## src/rtl/hit_rate_histogram.sv

```systemverilog
// N-channel windowed hit counter: counts registered hits over a programmable window,
// then freezes the per-channel totals into a readout bank with sticky overflow flags.
module hit_rate_histogram #(
   parameter int NCH      = 8,
   parameter int CW       = 32,
   parameter int SELW     = 4,
   parameter int WINBITS  = 24,
   parameter int SATURATE = 1
) (
   input  logic               clkin,
   input  logic               resethist,
   input  logic [NCH-1:0]     hits,
   input  logic [WINBITS-1:0] window_len,
   input  logic               start,
   output logic               busy,
   output logic               done,
   input  logic [SELW-1:0]    rd_sel,
   output logic [CW-1:0]      rd_data,
   output logic [NCH-1:0]     overflow
);

   typedef enum logic [1:0] {IDLE, COUNT, DONE} state_t;

   state_t             state;
   logic [NCH-1:0]     hits_q;
   logic [WINBITS-1:0] remaining;
   logic [CW-1:0]      live [NCH];
   logic [CW-1:0]      bank [NCH];
   logic [CW-1:0]      nxt_cnt [NCH];
   logic [NCH-1:0]     ovf_inc;
   logic [CW-1:0]      rd_mux;

   // Returns {overflow_event, next_value}; all-ones either sticks or wraps.
   function automatic logic [CW:0] bump(input logic [CW-1:0] v, input logic inc);
      if (!inc)
         return {1'b0, v};
      if (&v)
         return (SATURATE != 0) ? {1'b1, v} : {1'b1, {CW{1'b0}}};
      return {1'b0, v + 1'b1};
   endfunction

   always_comb begin
      for (int i = 0; i < NCH; i++)
         {ovf_inc[i], nxt_cnt[i]} = bump(live[i], hits_q[i]);
   end

   // Out-of-range selects fall through to zero.
   always_comb begin
      rd_mux = '0;
      for (int i = 0; i < NCH; i++)
         if (rd_sel == SELW'(i))
            rd_mux = bank[i];
   end

   always_ff @(posedge clkin) begin
      if (resethist) begin
         state     <= IDLE;
         hits_q    <= '0;
         remaining <= '0;
         busy      <= 1'b0;
         done      <= 1'b0;
         overflow  <= '0;
         rd_data   <= '0;
         for (int i = 0; i < NCH; i++) begin
            live[i] <= '0;
            bank[i] <= '0;
         end
      end else begin
         hits_q  <= hits;
         rd_data <= rd_mux;
         case (state)
            IDLE, DONE: begin
               if (start) begin
                  overflow <= '0;
                  for (int i = 0; i < NCH; i++)
                     live[i] <= '0;
                  if (window_len == '0) begin
                     // Empty window: publish an all-zero result immediately.
                     state <= DONE;
                     done  <= 1'b1;
                     for (int i = 0; i < NCH; i++)
                        bank[i] <= '0;
                  end else begin
                     state     <= COUNT;
                     busy      <= 1'b1;
                     done      <= 1'b0;
                     remaining <= window_len;
                  end
               end
            end
            COUNT: begin
               overflow  <= overflow | ovf_inc;
               remaining <= remaining - 1'b1;
               for (int i = 0; i < NCH; i++)
                  live[i] <= nxt_cnt[i];
               // Last sample: freeze the post-increment values in the same edge.
               if (remaining == WINBITS'(1)) begin
                  for (int i = 0; i < NCH; i++)
                     bank[i] <= nxt_cnt[i];
                  state <= DONE;
                  busy  <= 1'b0;
                  done  <= 1'b1;
               end
            end
            default: state <= IDLE;
         endcase
      end
   end

endmodule

```

## config.mk

```make
export PLATFORM = sky130hd
export DESIGN_NAME = hit_rate_histogram
export DESIGN_NICKNAME = d
export VERILOG_FILES = /design/src/rtl/hit_rate_histogram.sv
export SDC_FILE = /design/constraint.sdc
export NUM_CORES = 1
export LEC_CHECK = 0
export CORE_ASPECT_RATIO = 0.5
export CORE_MARGIN = 1.5
export CORE_UTILIZATION = 55
export DETAILED_ROUTE_END_ITERATION = 6
export GPL_TIMING_DRIVEN = 0
export PLACE_DENSITY_LB_ADDON = 0.25
export SLEW_MARGIN = 20
export SYNTH_ARGS = -nofsm -noshare
export SYNTH_HDL_FRONTEND = slang
export SYNTH_SLANG_ARGS = --single-unit
export TNS_END_PERCENT = 50
```

## constraint.sdc

```tcl
create_clock -name clkin -period 7.8 [get_ports clkin]
set_clock_uncertainty 0.1 [all_clocks]
set_input_delay 1.17 -clock clkin [delete_from_list [all_inputs] [get_ports clkin]]
set_output_delay 1.17 -clock clkin [all_outputs]
set_load 0.01 [all_outputs]
```

# Word level (Yosys, flattened, before mapping)
# Memory sizes are Yosys's and may differ from the RTL's.
# Index checks and enable logic that the tools add are counted.
dict set report op_classes {
  n_eq_ne 13
  muxes 122
  n_mul 0
  n_div 0
  order_cmp 0
  reduce_logical 18
  shift 0
  bitwise_logic 33
  n_addsub 9
}
# operator n
set op_table {}
lappend op_table {{32-bit 2-to-1 mux} 40}
lappend op_table {{33-bit 2-to-1 mux} 32}
lappend op_table {{32-bit by 1-bit adder with 32-bit output, second input constant} 8}
lappend op_table {{32-bit AND reduction} 8}
lappend op_table {{24-bit 2-to-1 mux} 2}
lappend op_table {{24-bit one-hot mux with 2 select lines} 1}
lappend op_table {{1-bit 2-to-1 mux} 39}
lappend op_table {{1-bit OR} 32}
lappend op_table {{24-bit by 1-bit equality test with 1-bit output, second input constant} 1}
lappend op_table {{24-bit zero test} 1}
lappend op_table {{24-bit by 1-bit subtractor with 24-bit output, second input constant} 1}
lappend op_table {{4-bit by 3-bit equality test with 1-bit output, second input constant} 4}
lappend op_table {{8-bit one-hot mux with 2 select lines} 1}
lappend op_table {{4-bit by 2-bit equality test with 1-bit output, second input constant} 2}
lappend op_table {{8-bit 2-to-1 mux} 1}
lappend op_table {{8-bit OR} 1}
lappend op_table {{2-bit 2-to-1 mux} 3}
lappend op_table {{2-bit inequality test, second input constant} 3}
lappend op_table {{3-bit AND reduction} 2}
lappend op_table {{4-bit by 1-bit equality test with 1-bit output, second input constant} 1}
lappend op_table {{4-bit zero test} 1}
lappend op_table {{1-bit one-hot mux with 2 select lines} 2}
lappend op_table {{2-bit one-hot mux with 2 select lines} 1}
lappend op_table {{2-bit AND reduction} 2}
lappend op_table {{6 further kinds} 6}
dict set report word_totals {
  out_inout_bits 42
  mem_bits_ro 0
  memories 2
  ff_bits 76
  word_cells 204
  latchBits 0
  mem_bits_rw 512
  inputBits 39
}
# name depth word_bits read_ports rd_clocked_by_memory_dff write_ports line_no
set mem_list {}
lappend mem_list {bank 8 32 8 0 8 28} ;# logic [CW-1:0] bank [NCH];
lappend mem_list {live 8 32 8 0 8 27} ;# logic [CW-1:0] live [NCH];

# Longest topological paths before layout
dict set report logic_depth {
  depth_word 9
  depth_mapped 9
}

# Least setup slack after synthesis
# Ideal clock, no wire load.
dict set report synth_timing {
  path_kind {input to register}
  from {input window_len[5]}
  to {memory bank[3][4] (netlist: bank[0][100]) (enable)}
  arrival_ns 4.256
  setup_time_ns 0.449
  path_stages 6
  t_required_ns 7.251
  slack_ns 2.995
  cell_sequence {nor4_1 > nand4_1 > o31ai_1 > nor2_1 > clkbuf_1 > inv_1}
}
# element line_no
set synth_rtl {}
lappend synth_rtl {{start, declared} 13} ;# input logic [WINBITS-1:0] window_len,
lappend synth_rtl {{end, declared} 28}

==> impl_metrics.csv <==
group,metric,value,unit
outcome,status,"complete, no violations",
sta,slew_headroom,0.317,
synthesis,yosys.cell_types.count,86,
global_route,grt.overflow.total,0,
synthesis,synth_edf_count,448,
place,portBuffers,78,
worst_setup_path,setup.worst_path.start,"window_len[23]",
clocking,clk_latency,0.60,ns
synthesis,syn_area,28300,µm²
sta,final-setup-viol-count,0,
cells_and_area,final_cell_area,31800,µm²
global_route,grt_max_degree,60,
cells_and_area,syn2layout_area_growth,12.4,%
sta,setup_slack,3.23,ns
drt,firstDrtPassIters,5,
clocking,cts_setup_buffers,0,
sta,hold_ws,0.352,ns
sta,final_max_slew_viol_count,0,
floorplanning,chipWidth,324,µm
synthesis,ys_seq_area_frac,0.575,
cells_and_area,n_fill_cell,4074,
synthesis,yosys.area.top_type,"edfxtp_1",
floorplanning,start_util,0.560,
synthesis,synth_seq_cells,588,
synthesis,synth_top_area_share,0.475,
worst_setup_path,required,7.97,ns
sta,rsz0062_at_grt,"false",
flow_run,cap_violations,0,
worst_setup_path,worstPathArrival,4.74,ns
synthesis,synth_flop_cell,"edfxtp_1",
drt,top_layer_used,"met5",
power_and_ir_drop,p_clk_frac,0.381,
floorplanning,die_area,52900,µm²
worst_setup_path,endpoint_kind,"flop",
synthesis,synthArstFlopShare,0,
sta,min_period,4.57,ns
power_and_ir_drop,ir_drop,0.000160,V
cells_and_area,antenna_cells,0,
synthesis,synth_commonest_cells,"614 x nor2_1, 448 x edfxtp_1, 193 x nand2_1",
power_and_ir_drop,p_sw,1680,µW
drt,drc,0,
synthesis,synth_area_leaders,"edfxtp_1 48%, dfxtp_1 9.9%, nor2_1 8.1%",
min_path,hold_class,"reg -> reg",
power_and_ir_drop,power.leakage,0.0102,µW
clocking,clock-sinks,588,
place,pre_cts_slack,2.73,ns
place,gp_congestion,0.947,
power_and_ir_drop,pwr-share-comb,0.082,
min_path,hp-start,"bank[0][25]$_SDFFE_PP0P_",
worst_setup_path,critPathLaunchType,"input port",
drt,vias,21600,
global_route,antenna_found_initial,1,
clocking,cts_buffers,52,
worst_setup_path,path_class,"in -> reg",
sta,hold_viol,0,
drt,viasPerCell,6.10,
drt,drtIter0Drc,2500,
drt,met3_length,7060,µm
power_and_ir_drop,sw_frac_of_total,0.245,
synthesis,synth_nets,2715,
clocking,cts_root_buf,"clkbuf_16",
synthesis,netlist_instances,2666,
cells_and_area,seqCellArea,16300,µm²
power_and_ir_drop,power_frac_seq,0.536,
power_and_ir_drop,fin_total_pwr,6850,µW
worst_setup_path,worstPathMaxFanout,57,
clocking,cts_tree,"done",
global_route,first_global_vias,19900,
power_and_ir_drop,p_per_area,215,nW/µm²
clocking,cts_buffer_depth,3,
clocking,clkTransAtPathRegs,0.07,ns
synthesis,yosysWarningCount,0,
floorplanning,io_pins,81,
synthesis,synth_most_common_cell,"nor2_1",
clocking,cts_hold_buf,0,
power_and_ir_drop,p_int,5170,µW
cells_and_area,layout.nets,2853,
drt,met1Wirelength,34000,µm
drt,wl_per_cell,21.8,µm
sta,fin_crit_sh,0.586,
clocking,cts_resized,0,
drt,routed_wl,77100,µm
floorplanning,die_y,163,µm
floorplanning,core,50500,µm²
place,dp_hpwl,56400,µm
drt,postRouteAntennaNets,0,
cells_and_area,drive_gt1_frac,0.0654,
floorplanning,rows,58,
clocking,cts-htree-levels,2,
sta,timing.setup.tns,0,ns
cells_and_area,multiInputGateArea,11400,µm²
global_route,grt_pass1_wl,117000,µm
drt,wl_met2,34000,µm
place,placed_area,30100,µm²
worst_setup_path,reg2reg_from,"remaining[16]$_SDFFE_PP0P_",
sta,fmax,0.219,GHz
synthesis,avgSynthCellArea,10.6,µm²
global_route,grtUsageTotal,0.291,
sta,worst-slew-pin-transition,1.02,ns
[critical path: stages]
cell and delay (ns):
clkdlybuf4s50_1 0.45, nor4_1 0.43, nand4_1 0.37, o31ai_1 0.65, nor2_1 0.32, clkbuf_1 0.42, inv_4 0.55, buf_16 0.34
[registers in the layout, indices dropped and copies added, names as in the netlist]
name / cells
remaining: 24
busy: 1
live: 256
overflow: 8
hits_q: 8
rd_data: 32
state: 2
bank: 256
done: 1
[stage by stage]
stage | util | instances
after floorplan | - | 2666
after global placement | 0.593 | 3434
after detailed placement | 0.597 | 3440
after CTS | 0.630 | 3535
after global routing | 0.630 | 3535
final | 0.630 | 3535
[per-layer routing]
layer | up-vias | track usage
met5 | - | 0
met4 | 2 | 0.0756
met3 | 124 | 0.0486
met2 | 960 | 0.446
met1 | 10600 | 0.432
li1 | 9932 | -
[worst paths after layout]
kind	endpoint	cells after the start	slack [ns]
max	bank[0][71]$_SDFFCE_PN0P_	8	3.23
min	bank[0][25]$_SDFFE_PP0P_	2	0.35
max reg2reg	bank[0][71]$_SDFFCE_PN0P_	7	3.93
min reg2reg	bank[0][25]$_SDFFE_PP0P_	2	0.35
[logic make-up (layout without fill, tap and decap cells)]
logic type               count (synthesis)  in the layout  share of synthesized area
AO/OA/AOI/OAI                          339            339                     0.0794
buffers and inverters                  168            347                     0.0250
XOR/XNOR                               251            251                     0.0777
flip-flops                             588            588                      0.575
multiplexers                            53             53                     0.0307
AND/OR/NAND/NOR                       1257           1257                      0.208
adder cells (fa/ha/maj)                 10             10                    0.00442
[area by class of cell]
cell class | instances | area share
multi-input cells | 1910 | 0.357
inverters | 38 | 0.00472
clock buffers | 74 | 0.0471
plain buffers | 130 | 0.0179
clock inverters | 21 | 0.00563
flip-flops and latches | 588 | 0.511
repair buffers | 84 | 0.0293
well taps | 690 | 0.0271
[layout by cell type (no fill, tap or decap), drive strengths merged, types with 88 or more instances in the layout]
| cell type | n |
|---|---|
| o21ai | 121 |
| clkbuf | 175 |
| nand3 | 103 |
| edfxtp | 448 |
| nand2 | 193 |
| xor2 | 101 |
| nor2 | 617 |
| dfxtp | 140 |
| nand4 | 88 |
| xnor2 | 150 |
[power by group through the flow]
stage                     registers [µW]  logic [µW]  clock network [µW]
after floorplan                     3710         347                   0
final                               3670         565                2610
after detailed placement            3730         553                   0
after global placement              3740         527                   0
after global routing                3690         608                2750
after CTS                           3670         556                2630
(Power assumes the default switching activity.)
